<file path="config.mk">
export PLATFORM = sky130hd
export DESIGN_NAME = calc_display_driver
export DESIGN_NICKNAME = d
export VERILOG_FILES = /design/src/rtl/calc_display_driver.sv
export SDC_FILE = /design/constraint.sdc
export NUM_CORES = 1
export LEC_CHECK = 0
export CORE_MARGIN = 2
export CORE_UTILIZATION = 63
export DETAILED_ROUTE_END_ITERATION = 10
export HOLD_SLACK_MARGIN = 0.03
export PLACE_DENSITY = 0.93
export SYNTH_ARGS = -nofsm -noshare
export SYNTH_HDL_FRONTEND = slang
export SYNTH_SLANG_ARGS = --single-unit
export TNS_END_PERCENT = 100
</file>
<file path="constraint.sdc">
create_clock -name clk -period 5.2 [get_ports clk]
set_clock_uncertainty 0.05 [all_clocks]
set_input_delay 0.52 -clock clk [delete_from_list [all_inputs] [get_ports clk]]
set_output_delay 0.52 -clock clk [all_outputs]
set_load 0.05 [all_outputs]
</file>
<file path="src/rtl/calc_display_driver.sv">
// Calculator result display: converts an 8-bit value to BCD by double-dabble
// and time-multiplexes three 7-segment digits with leading-zero blanking.
module calc_display_driver #(
  parameter int SCAN_DIV = 1024
) (
  input  logic       clk,
  input  logic       rst_n,
  input  logic       ena,
  input  logic [7:0] num_in,
  output logic [6:0] seg_out,
  output logic [2:0] dig_sel,
  output logic       busy
);

  localparam int SW = (SCAN_DIV > 2) ? $clog2(SCAN_DIV) : 1;
  localparam logic [SW-1:0] SCAN_MAX = SW'(SCAN_DIV - 1);

  typedef enum logic [1:0] {IDLE, SHIFT, DONE} state_t;

  state_t        state_q;
  logic [7:0]    last_q;
  logic [7:0]    bin_q;
  logic [11:0]   bcd_q;
  logic [11:0]   disp_q;
  logic [2:0]    iter_q;
  logic          busy_q;
  logic [SW-1:0] scan_q;
  logic [1:0]    idx_q;
  logic [3:0]    nib_d;
  logic          blank_d;

  function automatic logic [19:0] dabble(input logic [11:0] bcd, input logic [7:0] bin);
    logic [11:0] adj;
    adj = bcd;
    for (int i = 0; i < 3; i++) begin
      if (bcd[i*4 +: 4] >= 4'd5) adj[i*4 +: 4] = bcd[i*4 +: 4] + 4'd3;
    end
    return {adj[10:0], bin, 1'b0};
  endfunction

  function automatic logic [6:0] seg_decode(input logic [3:0] n);
    case (n)
      4'd0:    return 7'h3F;
      4'd1:    return 7'h06;
      4'd2:    return 7'h5B;
      4'd3:    return 7'h4F;
      4'd4:    return 7'h66;
      4'd5:    return 7'h6D;
      4'd6:    return 7'h7D;
      4'd7:    return 7'h07;
      4'd8:    return 7'h7F;
      4'd9:    return 7'h6F;
      default: return 7'h00;
    endcase
  endfunction

  // iter_q counts remaining shifts; the shift taken at zero is the eighth
  always_ff @(posedge clk) begin
    if (!rst_n) begin
      state_q <= IDLE;
      last_q  <= '0;
      bin_q   <= '0;
      bcd_q   <= '0;
      disp_q  <= '0;
      iter_q  <= '0;
      busy_q  <= 1'b0;
    end else if (ena) begin
      case (state_q)
        IDLE: begin
          if (num_in != last_q) begin
            bin_q   <= num_in;
            last_q  <= num_in;
            bcd_q   <= '0;
            iter_q  <= 3'd7;
            busy_q  <= 1'b1;
            state_q <= SHIFT;
          end
        end
        SHIFT: begin
          {bcd_q, bin_q} <= dabble(bcd_q, bin_q);
          iter_q <= iter_q - 3'd1;
          if (iter_q == 3'd0) state_q <= DONE;
        end
        DONE: begin
          disp_q  <= bcd_q;
          busy_q  <= 1'b0;
          state_q <= IDLE;
        end
        default: state_q <= IDLE;
      endcase
    end
  end

  always_ff @(posedge clk) begin
    if (!rst_n) begin
      scan_q <= '0;
      idx_q  <= '0;
    end else if (ena) begin
      if (scan_q == SCAN_MAX) begin
        scan_q <= '0;
        idx_q  <= (idx_q == 2'd2) ? 2'd0 : idx_q + 2'd1;
      end else begin
        scan_q <= scan_q + 1'b1;
      end
    end
  end

  always_comb begin
    nib_d   = disp_q[3:0];
    blank_d = 1'b0;
    dig_sel = 3'b001;
    case (idx_q)
      2'd1: begin
        nib_d   = disp_q[7:4];
        blank_d = (disp_q[11:4] == 8'h00);
        dig_sel = 3'b010;
      end
      2'd2: begin
        nib_d   = disp_q[11:8];
        blank_d = (disp_q[11:8] == 4'h0);
        dig_sel = 3'b100;
      end
      default: ;
    endcase
    seg_out = blank_d ? 7'h00 : seg_decode(nib_d);
  end

  assign busy = busy_q;

endmodule

</file>
==> reports/qor.yml, run 1 <==
outcome:
  status: "finished, final reports clean"
clocking:
  clk_path_buf_depth: 2
  cts_setup_buffers: 0
  cts_made_buffers: 9
  htree_levels: 3
  ctsHoldBuffers: 0
  clk_latency_ns: 0.34
  clkTransAtPathRegs_ns: 0.06
  cts_root_buf: "clkbuf_8"
  cts_resized: 0
  clock-sinks: 58
  cts_tree: "built"
floorplanning:
  start_util_pct: 64.52
  die_h_um: 75.86
  rows: 26
  io_pins: 22
  die_w_um: 75.86
  core_area_mm2: 0.005042
  die_area_mm2: 0.005755
place:
  portBuffers: 21
  placed_area_mm2: 0.003466
  gp_congestion: 0.8712
  hpwl_um: 4704
finish:
  layout-drive-gt1-share_pct: 8.608
  fin_area_mm2: 0.003636
  nets: 421
  num-fill-cells: 361
  insertedDiodeCount: 0
  syn2layout_area_growth_pct: 11.77
synth:
  synth-edff-count: 0
  ys_ff_latch: 58
  synth_fp_nets: 409
  seq_area_frac_synth_pct: 35.69
  netlist_area_mm2: 0.003253
  ys_async_sr_fraction_pct: 0
  synth_flop_cell: "dfxtp_1"
  yosysWarnings: 0
  syn_avg_cell_area_um2: 8.583
  synthDistinctLibCells: 54
  synthesis.instances: 379
worst_setup_path:
  crit_start: "idx_q[0]"
  crit_fanout: 10
  crit_path_start_kind: "flip-flop"
  path_class: "flip-flop to output port"
  crit_path_end_kind: "output port"
  crit_arrival_ns: 3.65
  required_ns: 4.63
  r2r-start: "state_q[1]"
routing:
  wl_per_cell_um: 14.48
  ant_nets: 0
  routed-via-count: 2768
  drt_wl_total_um: 6731
  vias_per_cell: 5.953
  drt_iter0_markers: 128
  drc: 0
  firstDrtPassIters: 4
sta:
  max_slew_margin_pct: 47.26
  worstMarginPinSlew_ns: 0.7911
  rsz0062_at_grt: "false"
  period_share_pct: 81.21
  setup_violations: 0
  hold_violations: 0
  tns_ns: 0
  fmax_mhz: 236.8
  drv_slew: 0
  min_period_ns: 4.223
run:
  drv_cap: 0
global_route:
  grt-ovfl-total: 0
  grt_pass1_wl_um: 11100
  grt_usage_pct: 25.60
  grt_pass1_vias: 2559
  grt_max_degree: 39
  antenna_found_initial: 0
power:
  powerDensity_mw_per_mm2: 255.8
  power.leakage_nw: 1.306
  irDropWorstVdd_mv: 0.1988
min_path:
  min_path_type: "flip-flop to flip-flop"
  hold_start: "disp_q[1]"
[synth_stat cells (3+ instances only)]
master / number / area, µm²
dfxtp_1: 58 / 1161
nand2_1: 55 / 206.5
nor2_1: 29 / 108.9
a21oi_1: 25 / 125.1
inv_1: 21 / 78.83
ha_1: 19 / 237.7
clkbuf_1: 15 / 56.30
a211oi_1: 11 / 82.58
mux2i_1: 11 / 110.1
xor2_1: 11 / 96.34
nand2b_1: 8 / 50.05
nand3_1: 8 / 40.04
nand4_1: 8 / 50.05
xnor2_1: 8 / 70.07
a221oi_1: 6 / 52.55
a221oi_2: 6 / 90.09
a31oi_1: 6 / 37.54
o21ai_0: 6 / 30.03
nor3_1: 5 / 25.02
a21o_1: 4 / 30.03
mux2_1: 4 / 45.04
mux2_2: 4 / 45.04
a2111oi_0: 3 / 26.28
a22o_1: 3 / 26.28
inv_2: 3 / 11.26
nor3b_1: 3 / 22.52
o221ai_1: 3 / 26.28
[critical path, cell delays in order (launching register included)]
cell	delay, ns
dfxtp_1	0.38
inv_1	0.10
ha_1	0.51
mux2i_1	0.56
inv_2	0.08
ha_1	0.31
mux2_1	0.29
a211oi_1	0.24
clkdlybuf4s50_1	0.84
[layer usage]
| metal | part of all wire [%] | GRT usage [%] | up-vias |
|---|---|---|---|
| li1 | - | - | 1369 |
| met1 | 43 | 27.56 | 1332 |
| met2 | 51 | 47.03 | 57 |
| met3 | 4.0 | 8.333 | 10 |
| met4 | 1.2 | 8.187 | 0 |
| met5 | 0 | 0 | - |
[per-stage QoR]
stage                     std cells  hold slack, ns  power [mW]  setup slack, ns  utilization (%)
after global routing            465          0.4374      0.9659           0.7845            72.11
after CTS                       465          0.4186      0.9351           0.9651            72.11
final                           465          0.4202      0.9301           0.9768            72.11
after floorplan                 379          0.3857      0.5499            1.435                -
after detailed placement        450          0.4111      0.5760            1.344            68.73
after global placement          450          0.3988      0.5712            1.463            68.73
[cell families after synthesis]
kind of cell    Yosys count  synth area share, %
flops                    58                35.69
mux                      20                6.577
simple gates            127                18.65
fa+ha+maj                19                7.308
buf+inv                  45                5.616
compound gates           91                21.04
xor+xnor                 19                5.115
[sequential cells by signal, summed over array words and instances (netlist names), 2 cells and up]
name and count:
idx_q 2, state_q 2, scan_q 10, disp_q 12, bcd_q 12, bin_q 8
last_q 8, iter_q 3
[worst paths after layout]
path              slack [ns]  depth (start not counted)          to
setup / recovery        0.98                          8  seg_out[3]
hold / removal          0.42                          2   disp_q[1]
setup reg to reg        2.94                          4    bcd_q[2]
hold reg to reg         0.42                          2   disp_q[1]
[cell usage in the layout (no fill, tap or decap), drive strengths merged, types with 2 or more instances in the layout]
| cell | count |
|---|---|
| a2111oi | 3 |
| nor3b | 3 |
| o211ai | 2 |
| a31oi | 6 |
| nand2 | 55 |
| nand3 | 9 |
| mux2i | 12 |
| a21oi | 25 |
| nand2b | 8 |
| nand4 | 8 |
| o221ai | 3 |
| mux2 | 8 |
| ha | 19 |
| a21o | 4 |
| nor3 | 5 |
| xor2 | 11 |
| o21a | 2 |
| a22o | 3 |
| clkdlybuf4s50 | 21 |
| clkbuf | 12 |
| and2 | 2 |
| clkinv | 3 |
| inv | 24 |
| a211oi | 12 |
| nor2 | 29 |
| nor4 | 4 |
| a221oi | 12 |
| o21ai | 8 |
| a311oi | 2 |
| xnor2 | 8 |
| dfxtp | 58 |
[where the power goes]
| part | switching, mW | internal (mW) | leakage (nW) |
|---|---|---|---|
| Clock | 0.169 | 0.194 | 0.0920 |
| Sequential | 0.00864 | 0.459 | 0.472 |
| Combinational | 0.0627 | 0.0369 | 0.741 |
[layout make-up]
class,instances,area (µm²),share of cell area (%)
sequential,58,1161,31.93
tap,70,87.58,2.409
inverter,24,90.09,2.478
timing repair buffer,22,217.7,5.988
clock inverter,3,15.01,0.4129
multi-input combinational,276,1909,52.51
clock buffer,12,155.1,4.267
No activity file was read; power rests on OpenSTA's default activity.
==> run 2: changes to the inputs <==
Settings changed: CORE_UTILIZATION 63 to 59, PLACE_DENSITY 0.93 to 0.89.
Clock period 5.2 ns to 4 ns, I/O delays scaled along.
==> run 2 against run 1 <==
Net effect:
- die area is 6.4% higher
- critical path depth did not move
- largest cell class unchanged
- highest routed layer unchanged
- utilization fell by 4.4 points
- hold slack improved by 0.0026 ns
- critical path type unchanged
==> reports/qor.yml, run 2 (synthesis results as in run 1) <==
global_route:
  grt_max_degree: 39  # unchanged
  grt_pass1_vias: 2606  # +1.8%
  grt_usage_pct: 23.53  # -2.1 points
  grt-ovfl-total: 0  # unchanged
  grt_pass1_wl_um: 11520  # +3.7%
  antenna_found_initial: 0  # unchanged
routing:
  drt_wl_total_um: 6825  # +1.4%
  routed-via-count: 2736  # -1.2%
  wl_per_cell_um: 14.55  # +0.53%
  vias_per_cell: 5.834  # -2.0%
  firstDrtPassIters: 4  # unchanged
  drt_iter0_markers: 133  # +3.9%
  ant_nets: 0  # unchanged
  drc: 0  # unchanged
power:
  total_power_mw: 1.213  # +30%
  sw_frac_of_total_pct: 27.15  # +1.3 points
  powerDensity_mw_per_mm2: 331.6  # +30%
  p_comb_share_pct: 10.7  # about the same
  p_clk_share_pct: 39.1  # about the same
  power.switching_mw: 0.3293  # +37%
  seqPwrFrac_pct: 50.2  # about the same
  irDropWorstVdd_mv: 0.2236  # +12%
  power.leakage_nw: 1.301  # -0.38%
  p_int_mw: 0.8837  # +28%
clocking:
  cts_tree: "built"
  cts_root_buf: "clkbuf_8"
  clock-sinks: 58  # unchanged
  clk_latency_ns: 0.34  # about the same
  clk_path_buf_depth: 2  # unchanged
  htree_levels: 3  # unchanged
  cts_setup_buffers: 0  # unchanged
  cts_made_buffers: 9  # unchanged
  clkTransAtPathRegs_ns: 0.07  # about the same
place:
  gp_congestion: 0.8408  # -3.5%
  portBuffers: 21  # unchanged
  placed_area_mm2: 0.003476  # +0.29%
  post-place-ws_ns: 0.2272  # -1.117 ns
  hpwl_um: 4714  # +0.20%
outcome:
  status: "finished, final reports clean"
finish:
  num-fill-cells: 456  # +26%
  syn2layout_area_growth_pct: 12.42
  mostFrequentLayoutCell: "dfxtp_1"
  insertedDiodeCount: 0  # unchanged
  fin_area_mm2: 0.003657  # +0.58%
  seq_area_mm2: 0.001161  # unchanged
  final_cell_mix: "dfxtp_1, nand2_1, nor2_1, a21oi_1, inv_1"
  nets: 422  # +0.24%
  layout-drive-gt1-share_pct: 9.320  # +0.71 points
  multi_input_area_mm2: 0.001913  # +0.20%
  reg_top3: "bcd_q: 12 flops, disp_q: 12 flops, scan_q: 10 flops"
min_path:
  hold_end: "last_q[3]"
  min_delay_path_depth: 2  # unchanged
  min_path_type: "flip-flop to flip-flop"
  hold_start: "last_q[3]"
worst_setup_path:
  r2r_end: "iter_q[1]"
  rr_worst_depth: 4  # unchanged
  path_class: "flip-flop to output port"
  crit_path_end_kind: "output port"
  required_ns: 3.55  # -1.08 ns
  r2r_setup_slack_ns: 1.81  # -1.13 ns
  crit_path_start_kind: "flip-flop"
  crit_fanout: 10  # unchanged
  r2r-start: "last_q[1]"
  crit_arrival_ns: 3.25  # -0.40 ns
floorplanning:
  start_util_pct: 60.19  # -4.3 points
  rows: 27  # +3.8%
  die_area_mm2: 0.006124  # +6.4%
  die_w_um: 78.26  # +3.2%
  die_h_um: 78.26  # +3.2%
  io_pins: 22  # unchanged
  core_area_mm2: 0.005405  # +7.2%
sta:
  rsz0062_at_grt: "false"
  drv_slew: 0  # unchanged
  period_share_pct: 92.60
  fmax_mhz: 270.0
  hold_violations: 0  # unchanged
  worstMarginPinSlew_ns: 0.7224  # -0.06874 ns
  max_slew_margin_pct: 51.48  # +4.2 points
  min_period_ns: 3.704
  tns_ns: 0  # unchanged
  worst_slack_ns: 0.2961  # -0.6807 ns
  setup_violations: 0  # unchanged
run:
  drv_cap: 0  # unchanged
[run 2: layout make-up]
cell class / count / area share [%]
well taps: 72 / 2.463
repair buffers: 23 / 6.329
clock inverters: 5 / 0.8211
inverters: 24 / 2.463
flip-flops and latches: 58 / 31.75
clock buffers: 11 / 3.866
multi-input cells: 276 / 52.31
[run 2: power groups by stage]
| stage | Combinational (mW) | Sequential, mW | Clock [mW] |
|---|---|---|---|
| after global placement | 0.124 | 0.620 | 0 |
| final | 0.129 | 0.609 | 0.475 |
| after floorplan | 0.0937 | 0.621 | 0 |
| after CTS | 0.129 | 0.609 | 0.484 |
| after global routing | 0.143 | 0.610 | 0.503 |
| after detailed placement | 0.128 | 0.622 | 0 |
[run 2: metal layers]
metal	global-route usage (%)	vias up	wire (µm)
li1	-	1375	-
met1	27.47	1279	2967
met2	40.52	68	3419
met3	6.322	14	307
met4	10.18	0	130
met5	0	-	0
[run 2: metrics by stage]
step                instances  utilization, %  hold WS [ns]
CTS                       469           67.52        0.4232
detailed placement        453           64.31        0.4133
finish                    469           67.66        0.4228
global route              469           67.66        0.4453
global placement          453           64.31        0.4049
floorplan                 379               -        0.3857
[run 2: critical path, stage by stage (launching register included)]
cell and delay [ns]:
dfxtp_1 0.37, inv_1 0.10, ha_1 0.54, mux2i_2 0.46
inv_2 0.09, ha_1 0.30, mux2_1 0.29, a211oi_1 0.21
dlygate4sd2_1 0.55
[run 2: worst max path at each step]
stage	start	to	slack (ns)	cells past startpoint
after floorplan	idx_q[0]	seg_out[3]	0.35	8
after global placement	idx_q[0]	seg_out[3]	0.41	8
after detailed placement	idx_q[0]	seg_out[3]	0.23	8
after CTS	idx_q[0]	seg_out[0]	0.02	8
after global routing	idx_q[0]	seg_out[3]	0.06	8
final	idx_q[0]	seg_out[3]	0.30	8
[run 2: what timing repair did]
| action | CTS | global route |
|---|---|---|
| resized for setup | 2 | 3 |
| setup endpoints to repair | 1 | 3 |
| endpoints found under the hold margin | 0 | 0 |
| pin swaps | 0 | 0 |
| hold buffers | 0 | 0 |
